$ cat config.mk
export PLATFORM = sky130hd
export DESIGN_NAME = fwd_hazard_unit
export DESIGN_NICKNAME = d
export VERILOG_FILES = /design/src/rtl/fwd_hazard_unit_pkg.sv /design/src/rtl/fwd_hazard_unit_select.sv /design/src/rtl/fwd_hazard_unit.sv
export SDC_FILE = /design/constraint.sdc
export NUM_CORES = 1
export LEC_CHECK = 0
export CAP_MARGIN = 20
export CORE_MARGIN = 1.5
export CORE_UTILIZATION = 42
export DETAILED_ROUTE_END_ITERATION = 16
export GPL_TIMING_DRIVEN = 0
export PLACE_DENSITY = 0.87
export SKIP_LAST_GASP = 1
export SLEW_MARGIN = 10
export SYNTH_ARGS = -nofsm -noshare
export SYNTH_HDL_FRONTEND = slang
export SYNTH_SLANG_ARGS = --single-unit
$ cat constraint.sdc
create_clock -name i_clk -period 6.8 [get_ports i_clk]
set_input_delay 0.68 -clock i_clk [delete_from_list [all_inputs] [get_ports i_clk]]
set_output_delay 0.68 -clock i_clk [all_outputs]
set_load 0.005 [all_outputs]
$ cat src/rtl/fwd_hazard_unit_pkg.sv
// Shared ISA header for the forwarding/hazard slice: word and register-index
// widths, load opcodes, and the per-stage destination tag record.
package fwd_hazard_unit_pkg;

    localparam int WORD  = 32;
    localparam int REG_W = 5;

    // MIPS primary opcodes for the load family (LB/LH/LW/LBU/LHU)
    localparam logic [5:0] OP_LB  = 6'h20;
    localparam logic [5:0] OP_LH  = 6'h21;
    localparam logic [5:0] OP_LW  = 6'h23;
    localparam logic [5:0] OP_LBU = 6'h24;
    localparam logic [5:0] OP_LHU = 6'h25;

    // Destination tag carried alongside each of EX, MEM and WB
    typedef struct packed {
        logic [REG_W-1:0] dst;
        logic             regWrite;
        logic             isLoad;
    } tag_t;

    localparam tag_t TAG_BUBBLE = '0;

    // Decode helper so the ID stage derives idIsLoad from the same opcode list
    function automatic logic is_load_op(input logic [5:0] op);
        return (op == OP_LB) || (op == OP_LH) || (op == OP_LW) ||
               (op == OP_LBU) || (op == OP_LHU);
    endfunction

    // A tag only counts when it writes a real register; $0 is never forwarded
    function automatic logic tag_live(input tag_t t);
        return t.regWrite && (t.dst != '0);
    endfunction

endpackage

$ cat src/rtl/fwd_hazard_unit_select.sv
// Per-source forwarding mux: picks the youngest live writer of i_addr among
// EX, MEM and WB. A load sitting in EX cannot supply data yet, so it blocks
// the older stages and is reported as a load hit instead.
module fwd_select
    import fwd_hazard_unit_pkg::*;
(
    input  logic [REG_W-1:0] i_addr,
    input  logic             i_used,
    input  tag_t             i_exTag,
    input  tag_t             i_memTag,
    input  tag_t             i_wbTag,
    input  logic [WORD-1:0]  i_exResult,
    input  logic [WORD-1:0]  i_memResult,
    input  logic [WORD-1:0]  i_wbResult,
    output logic             o_fwd,
    output logic [WORD-1:0]  o_data,
    output logic             o_loadHit
);

    logic w_exHit;
    logic w_memHit;
    logic w_wbHit;

    assign w_exHit  = i_used && tag_live(i_exTag)  && (i_exTag.dst  == i_addr);
    assign w_memHit = i_used && tag_live(i_memTag) && (i_memTag.dst == i_addr);
    assign w_wbHit  = i_used && tag_live(i_wbTag)  && (i_wbTag.dst  == i_addr);

    // Priority select EX > MEM > WB; an EX load match suppresses older stages
    always_comb begin
        o_fwd     = 1'b0;
        o_data    = '0;
        o_loadHit = 1'b0;
        if (w_exHit) begin
            if (i_exTag.isLoad) begin
                o_loadHit = 1'b1;
            end else begin
                o_fwd  = 1'b1;
                o_data = i_exResult;
            end
        end else if (w_memHit) begin
            o_fwd  = 1'b1;
            o_data = i_memResult;
        end else if (w_wbHit) begin
            o_fwd  = 1'b1;
            o_data = i_wbResult;
        end
    end

endmodule

$ cat src/rtl/fwd_hazard_unit.sv
// Operand forwarding and load-use hazard unit for the 5-stage core. Tracks
// destination tags in EX/MEM/WB, forwards to both ID sources, stalls ID one
// cycle on load-use, and counts stall cycles (saturating).
module fwd_hazard_unit
    import fwd_hazard_unit_pkg::*;
(
    input  logic             i_clk,
    input  logic             i_rstN,
    input  logic             i_idValid,
    input  logic [REG_W-1:0] i_rsAddr,
    input  logic [REG_W-1:0] i_rtAddr,
    input  logic             i_rsUsed,
    input  logic             i_rtUsed,
    input  logic [REG_W-1:0] i_idDst,
    input  logic             i_idRegWrite,
    input  logic             i_idIsLoad,
    input  logic             i_flush,
    input  logic             i_hold,
    input  logic [WORD-1:0]  i_exResult,
    input  logic [WORD-1:0]  i_memResult,
    input  logic [WORD-1:0]  i_wbResult,
    output logic             o_rsFwd,
    output logic [WORD-1:0]  o_rsFwdData,
    output logic             o_rtFwd,
    output logic [WORD-1:0]  o_rtFwdData,
    output logic             o_stall,
    output logic [31:0]      o_stallCount
);

    tag_t        r_exTag;
    tag_t        r_memTag;
    tag_t        r_wbTag;
    logic [31:0] r_stallCount;

    logic w_rsUsed;
    logic w_rtUsed;
    logic w_rsLoadHit;
    logic w_rtLoadHit;
    logic w_bubble;
    tag_t w_idTag;

    assign w_rsUsed = i_rsUsed & i_idValid;
    assign w_rtUsed = i_rtUsed & i_idValid;

    fwd_select u_rs (
        .i_addr      (i_rsAddr),
        .i_used      (w_rsUsed),
        .i_exTag     (r_exTag),
        .i_memTag    (r_memTag),
        .i_wbTag     (r_wbTag),
        .i_exResult  (i_exResult),
        .i_memResult (i_memResult),
        .i_wbResult  (i_wbResult),
        .o_fwd       (o_rsFwd),
        .o_data      (o_rsFwdData),
        .o_loadHit   (w_rsLoadHit)
    );

    fwd_select u_rt (
        .i_addr      (i_rtAddr),
        .i_used      (w_rtUsed),
        .i_exTag     (r_exTag),
        .i_memTag    (r_memTag),
        .i_wbTag     (r_wbTag),
        .i_exResult  (i_exResult),
        .i_memResult (i_memResult),
        .i_wbResult  (i_wbResult),
        .o_fwd       (o_rtFwd),
        .o_data      (o_rtFwdData),
        .o_loadHit   (w_rtLoadHit)
    );

    // Flush squashes the ID instruction, so it also cancels any stall it caused
    assign o_stall  = !i_flush & i_idValid & (w_rsLoadHit | w_rtLoadHit);
    assign w_bubble = o_stall | i_flush | !i_idValid;
    assign w_idTag  = '{dst: i_idDst, regWrite: i_idRegWrite, isLoad: i_idIsLoad};

    // Advance tags EX->MEM->WB unless frozen; EX takes ID or a bubble
    always_ff @(posedge i_clk or negedge i_rstN) begin
        if (!i_rstN) begin
            r_exTag  <= TAG_BUBBLE;
            r_memTag <= TAG_BUBBLE;
            r_wbTag  <= TAG_BUBBLE;
        end else if (!i_hold) begin
            r_wbTag  <= r_memTag;
            r_memTag <= r_exTag;
            r_exTag  <= w_bubble ? TAG_BUBBLE : w_idTag;
        end
    end

    // Saturating stall-cycle counter for performance reporting
    always_ff @(posedge i_clk or negedge i_rstN) begin
        if (!i_rstN) begin
            r_stallCount <= '0;
        end else if (!i_hold && o_stall && (r_stallCount != 32'hFFFF_FFFF)) begin
            r_stallCount <= r_stallCount + 32'd1;
        end
    end

    assign o_stallCount = r_stallCount;

endmodule

==> run metrics <==
unique cell type count in the Yosys netlist 40; max incr delay on CP 0.63 ns; Worst R2R Start r_exTag[3]; Layout Cells excl Fill 770; Synth Area in XOR/XNOR 13.9%; Die W about 100 um; Mapped Cells between 400 and 500; worst reg-to-reg setup slack roughly 4.3 ns; hold crit path type primary input to async pin; Worst path slowest cell nor4b_1; # placed instances 762; fin crit share slightly below 70%; register area share after synthesis about a third; Max Cap Violations 0; Routability Congestion between 0.9 and 1; die area ~9900 um2; fillers between 600 and 700; post-synthesis adder-cell area fraction less than 1%; Routed Antenna Nets 0; initial core utilization roughly 44%; Synth Area in Compound Gates about a quarter; initial drt markers approximately 310; status complete, no violations; share of cells above drive strength 1 5.74%; syn nets ~560; routed len/inst 21.1 um; Inserted Diodes 0; Clock Skew about 0.012 ns; Syn Area/Cell 8.95 um2; postcts setup bufs 0; Final Hold Fails 0; Worst Tran Pin Value roughly 0.95 ns; cell area after technology mapping around 3900 um2; Resize count post-CTS 0; PnR worst setup slack 2.12 ns; largest family of logic cells by synthesized area compound AO/OA/AOI/OAI gates; Pre-antenna DRT Iters 5; Die Ht around 99 um; max-slew violation count 0; grt ovf 0; Tmin final around 4.7 ns; all-layer global routing usage 31.1%; worst-path fanout max 10; Clk Latency, worst-skew pair 0.32 ns; post-synthesis mux area share between 3 and 4%; worst path cell trace clkdlybuf4s50_1, xnor2_1, nand4_1, nor4b_1, clkbuf_1, clkbuf_1, a221oi_1, a21oi_1, clkdlybuf4s50_1; clock-pin slew of the registers on the worst-case setup and hold paths around 0.09 ns; Post-Place Worst Slack between 2 and 2.5 ns; Port Buffer Count about 220; Worst VDD drop 0.000176 V; post-route setup TNS 0 ns; clock sink total between 50 and 60; Syn-to-layout area delta 62.9%; largest net degree at the start of global routing 32; FF/Latch Area between 1000 and 1500 um2; I/O pin count between 200 and 250; RSZ-0062 raised after global routing false; CTS tree yes; fmax 214 MHz; synthesis warning total 0; crit end category output pin; maximum clock path buffer count 2; vias per cell approximately 6; Detailed Route WL between 15000 and 20000 um; Nets between 700 and 800; type of the worst setup path primary input to output pin; CTS Hold Bufs 0; num rows 34; PD cells 109 nW/um2; Synth Area in Simple Gates between 10% and 20%; FF-to-FF path depth 7; area occupied by multi-input gates between 2000 and 2500 um2; CTS Root Cell clkbuf_8; final setup fails 0; HPWL Detailed approximately 13000 um; CTS Buf Count 5; core region area approximately 8800 um2; flops & latches, synth 51; WP data arrival approximately 4.0 ns; number of global-route vias before repair between 4k and 5k; Crit Reg-Reg Endpoint r_exTag[0]; Leak 0.00243 uW; Slew Limit Headroom between 30% and 40%; Setup crit start kind primary input; via count roughly 4.7k; drt drc 0; CTS HTree Levels 2; initial antenna violation count 0; Crit path required time a little over 6 ns; first-pass GRT wire length between 20000 and 25000 um
==> registers in the layout, summed over array words and instances (netlist names) <==
register / cells
o_stallCount: 32
r_exTag: 7
r_memTag: 6
r_wbTag: 6
==> area by class of cell <==
cell class | instances | share of cell area [%]
multi-input cells | 346 | 38.7
repair buffers | 219 | 34.6
flip-flops and latches | 51 | 20.1
plain buffers | 35 | 2.35
well taps | 108 | 2.13
clock buffers | 5 | 1.09
clock inverters | 3 | 0.750
inverters | 3 | 0.178
==> kinds of logic after synthesis <==
group / after synthesis
buffers and inverters: 38
AND/OR/NAND/NOR: 127
multiplexers: 12
adder cells (fa/ha/maj): 1
AO/OA/AOI/OAI: 145
XOR/XNOR: 61
flip-flops: 51
==> where the power goes <==
part / switching [uW] / leakage, uW / internal (uW)
Sequential: 12.2 / 0.000698 / 311
Clock: 106 / 0.0000587 / 112
Combinational: 56.8 / 0.00167 / 94.8
==> critical path: cells and delay by family <==
kind            cells  cell delay [ns]
buf+inv             4             2.01
compound gates      2             0.36
simple gates        2             0.79
xor+xnor            1             0.15
==> routing by layer <==
| layer | part of all wire (%) | global-route usage, % | up-vias |
|---|---|---|---|
| li1 | - | - | 2138 |
| met1 | 39 | 37.5 | 2274 |
| met2 | 50 | 55.7 | 243 |
| met3 | 8.2 | 5.55 | 37 |
| met4 | 3.1 | 10.8 | 0 |
| met5 | 0 | 0 | - |
==> worst max-delay path by stage <==
| stage | startpoint | slack [ns] | cells past startpoint | endpoint |
|---|---|---|---|---|
| 5_1_grt | i_rtAddr[1] | 1.98 | 9 | o_rtFwdData[24] |
| 6_report | i_rtAddr[1] | 2.12 | 9 | o_rtFwdData[24] |
| 3_5_place_dp | i_rtAddr[1] | 2.19 | 9 | o_rtFwdData[24] |
| 3_3_place_gp | i_rtAddr[1] | 2.30 | 9 | o_rtFwdData[24] |
| 2_1_floorplan | i_rtAddr[1] | 3.94 | 7 | o_rtFwdData[15] |
| 4_1_cts | i_rtAddr[1] | 2.16 | 9 | o_rtFwdData[24] |
==> cells in the mapped netlist <==
master	number	area [um2]
a21oi_1	66	330
a221oi_1	64	561
dfrtp_1	51	1280
xnor2_1	45	394
nand2b_1	32	200
clkbuf_1	22	82.6
nand2_1	21	78.8
nand4_1	15	93.8
xor2_1	15	131
mux2_2	12	135
nor3_1	11	55.1
nand3_1	9	45.0
buf_2	8	40.0
a22o_1	7	61.3
nor2_1	6	22.5
and4_1	5	43.8
and3_1	4	25.0
buf_1	4	15.0
nor4_1	4	25.0
or4_1	4	30.0
and2_1	3	18.8
inv_1	3	11.3
nor3b_1	3	22.5
o21ai_1	3	15.0
nor4_2	2	25.0
nor4b_1	2	17.5
a211o_1	1	8.76
a211oi_2	1	12.5
a21oi_2	1	8.76
buf_6	1	11.3
ha_1	1	12.5
nand3b_1	1	7.51
nand4b_1	1	8.76
nor2b_1	1	6.26
o2111ai_1	1	8.76
o21ai_0	1	5.00
or3_4	1	11.3
or3b_1	1	8.76
or3b_4	1	11.3
xnor2_2	1	16.3
==> layout by cell type (no fill, tap or decap), types with 2 or more instances in the layout <==
| cell | Yosys | routed |
|---|---|---|
| nor4_2 | 2 | 2 |
| clkbuf_8 | 0 | 5 |
| nor2_1 | 6 | 6 |
| nor3b_1 | 3 | 3 |
| or4_1 | 4 | 4 |
| nand3_1 | 9 | 9 |
| and2_1 | 3 | 3 |
| dfrtp_1 | 51 | 51 |
| a221oi_1 | 64 | 64 |
| nor4b_1 | 2 | 2 |
| o21ai_1 | 3 | 3 |
| inv_1 | 3 | 3 |
| clkbuf_1 | 22 | 22 |
| buf_2 | 8 | 9 |
| nand2b_1 | 32 | 32 |
| and3_1 | 4 | 4 |
| xor2_1 | 15 | 15 |
| mux2_2 | 12 | 12 |
| nand4_1 | 15 | 15 |
| nand2_1 | 21 | 21 |
| xnor2_1 | 45 | 45 |
| and4_1 | 5 | 5 |
| buf_1 | 4 | 4 |
| a22o_1 | 7 | 7 |
| a21oi_1 | 66 | 66 |
| clkdlybuf4s50_1 | 0 | 217 |
| nor3_1 | 11 | 11 |
| nor4_1 | 4 | 4 |
==> through the flow <==
stage,instance area (um2),utilization [%],hold slack [ns],power (uW)
final,6340,71.7,0.321,692
after global routing,6340,71.7,0.357,716
after CTS,6340,71.7,0.331,696
after detailed placement,6230,70.4,0.487,479
after global placement,6210,70.2,0.476,474
after floorplan,3890,-,0.384,377
(Power assumes the default switching activity.)
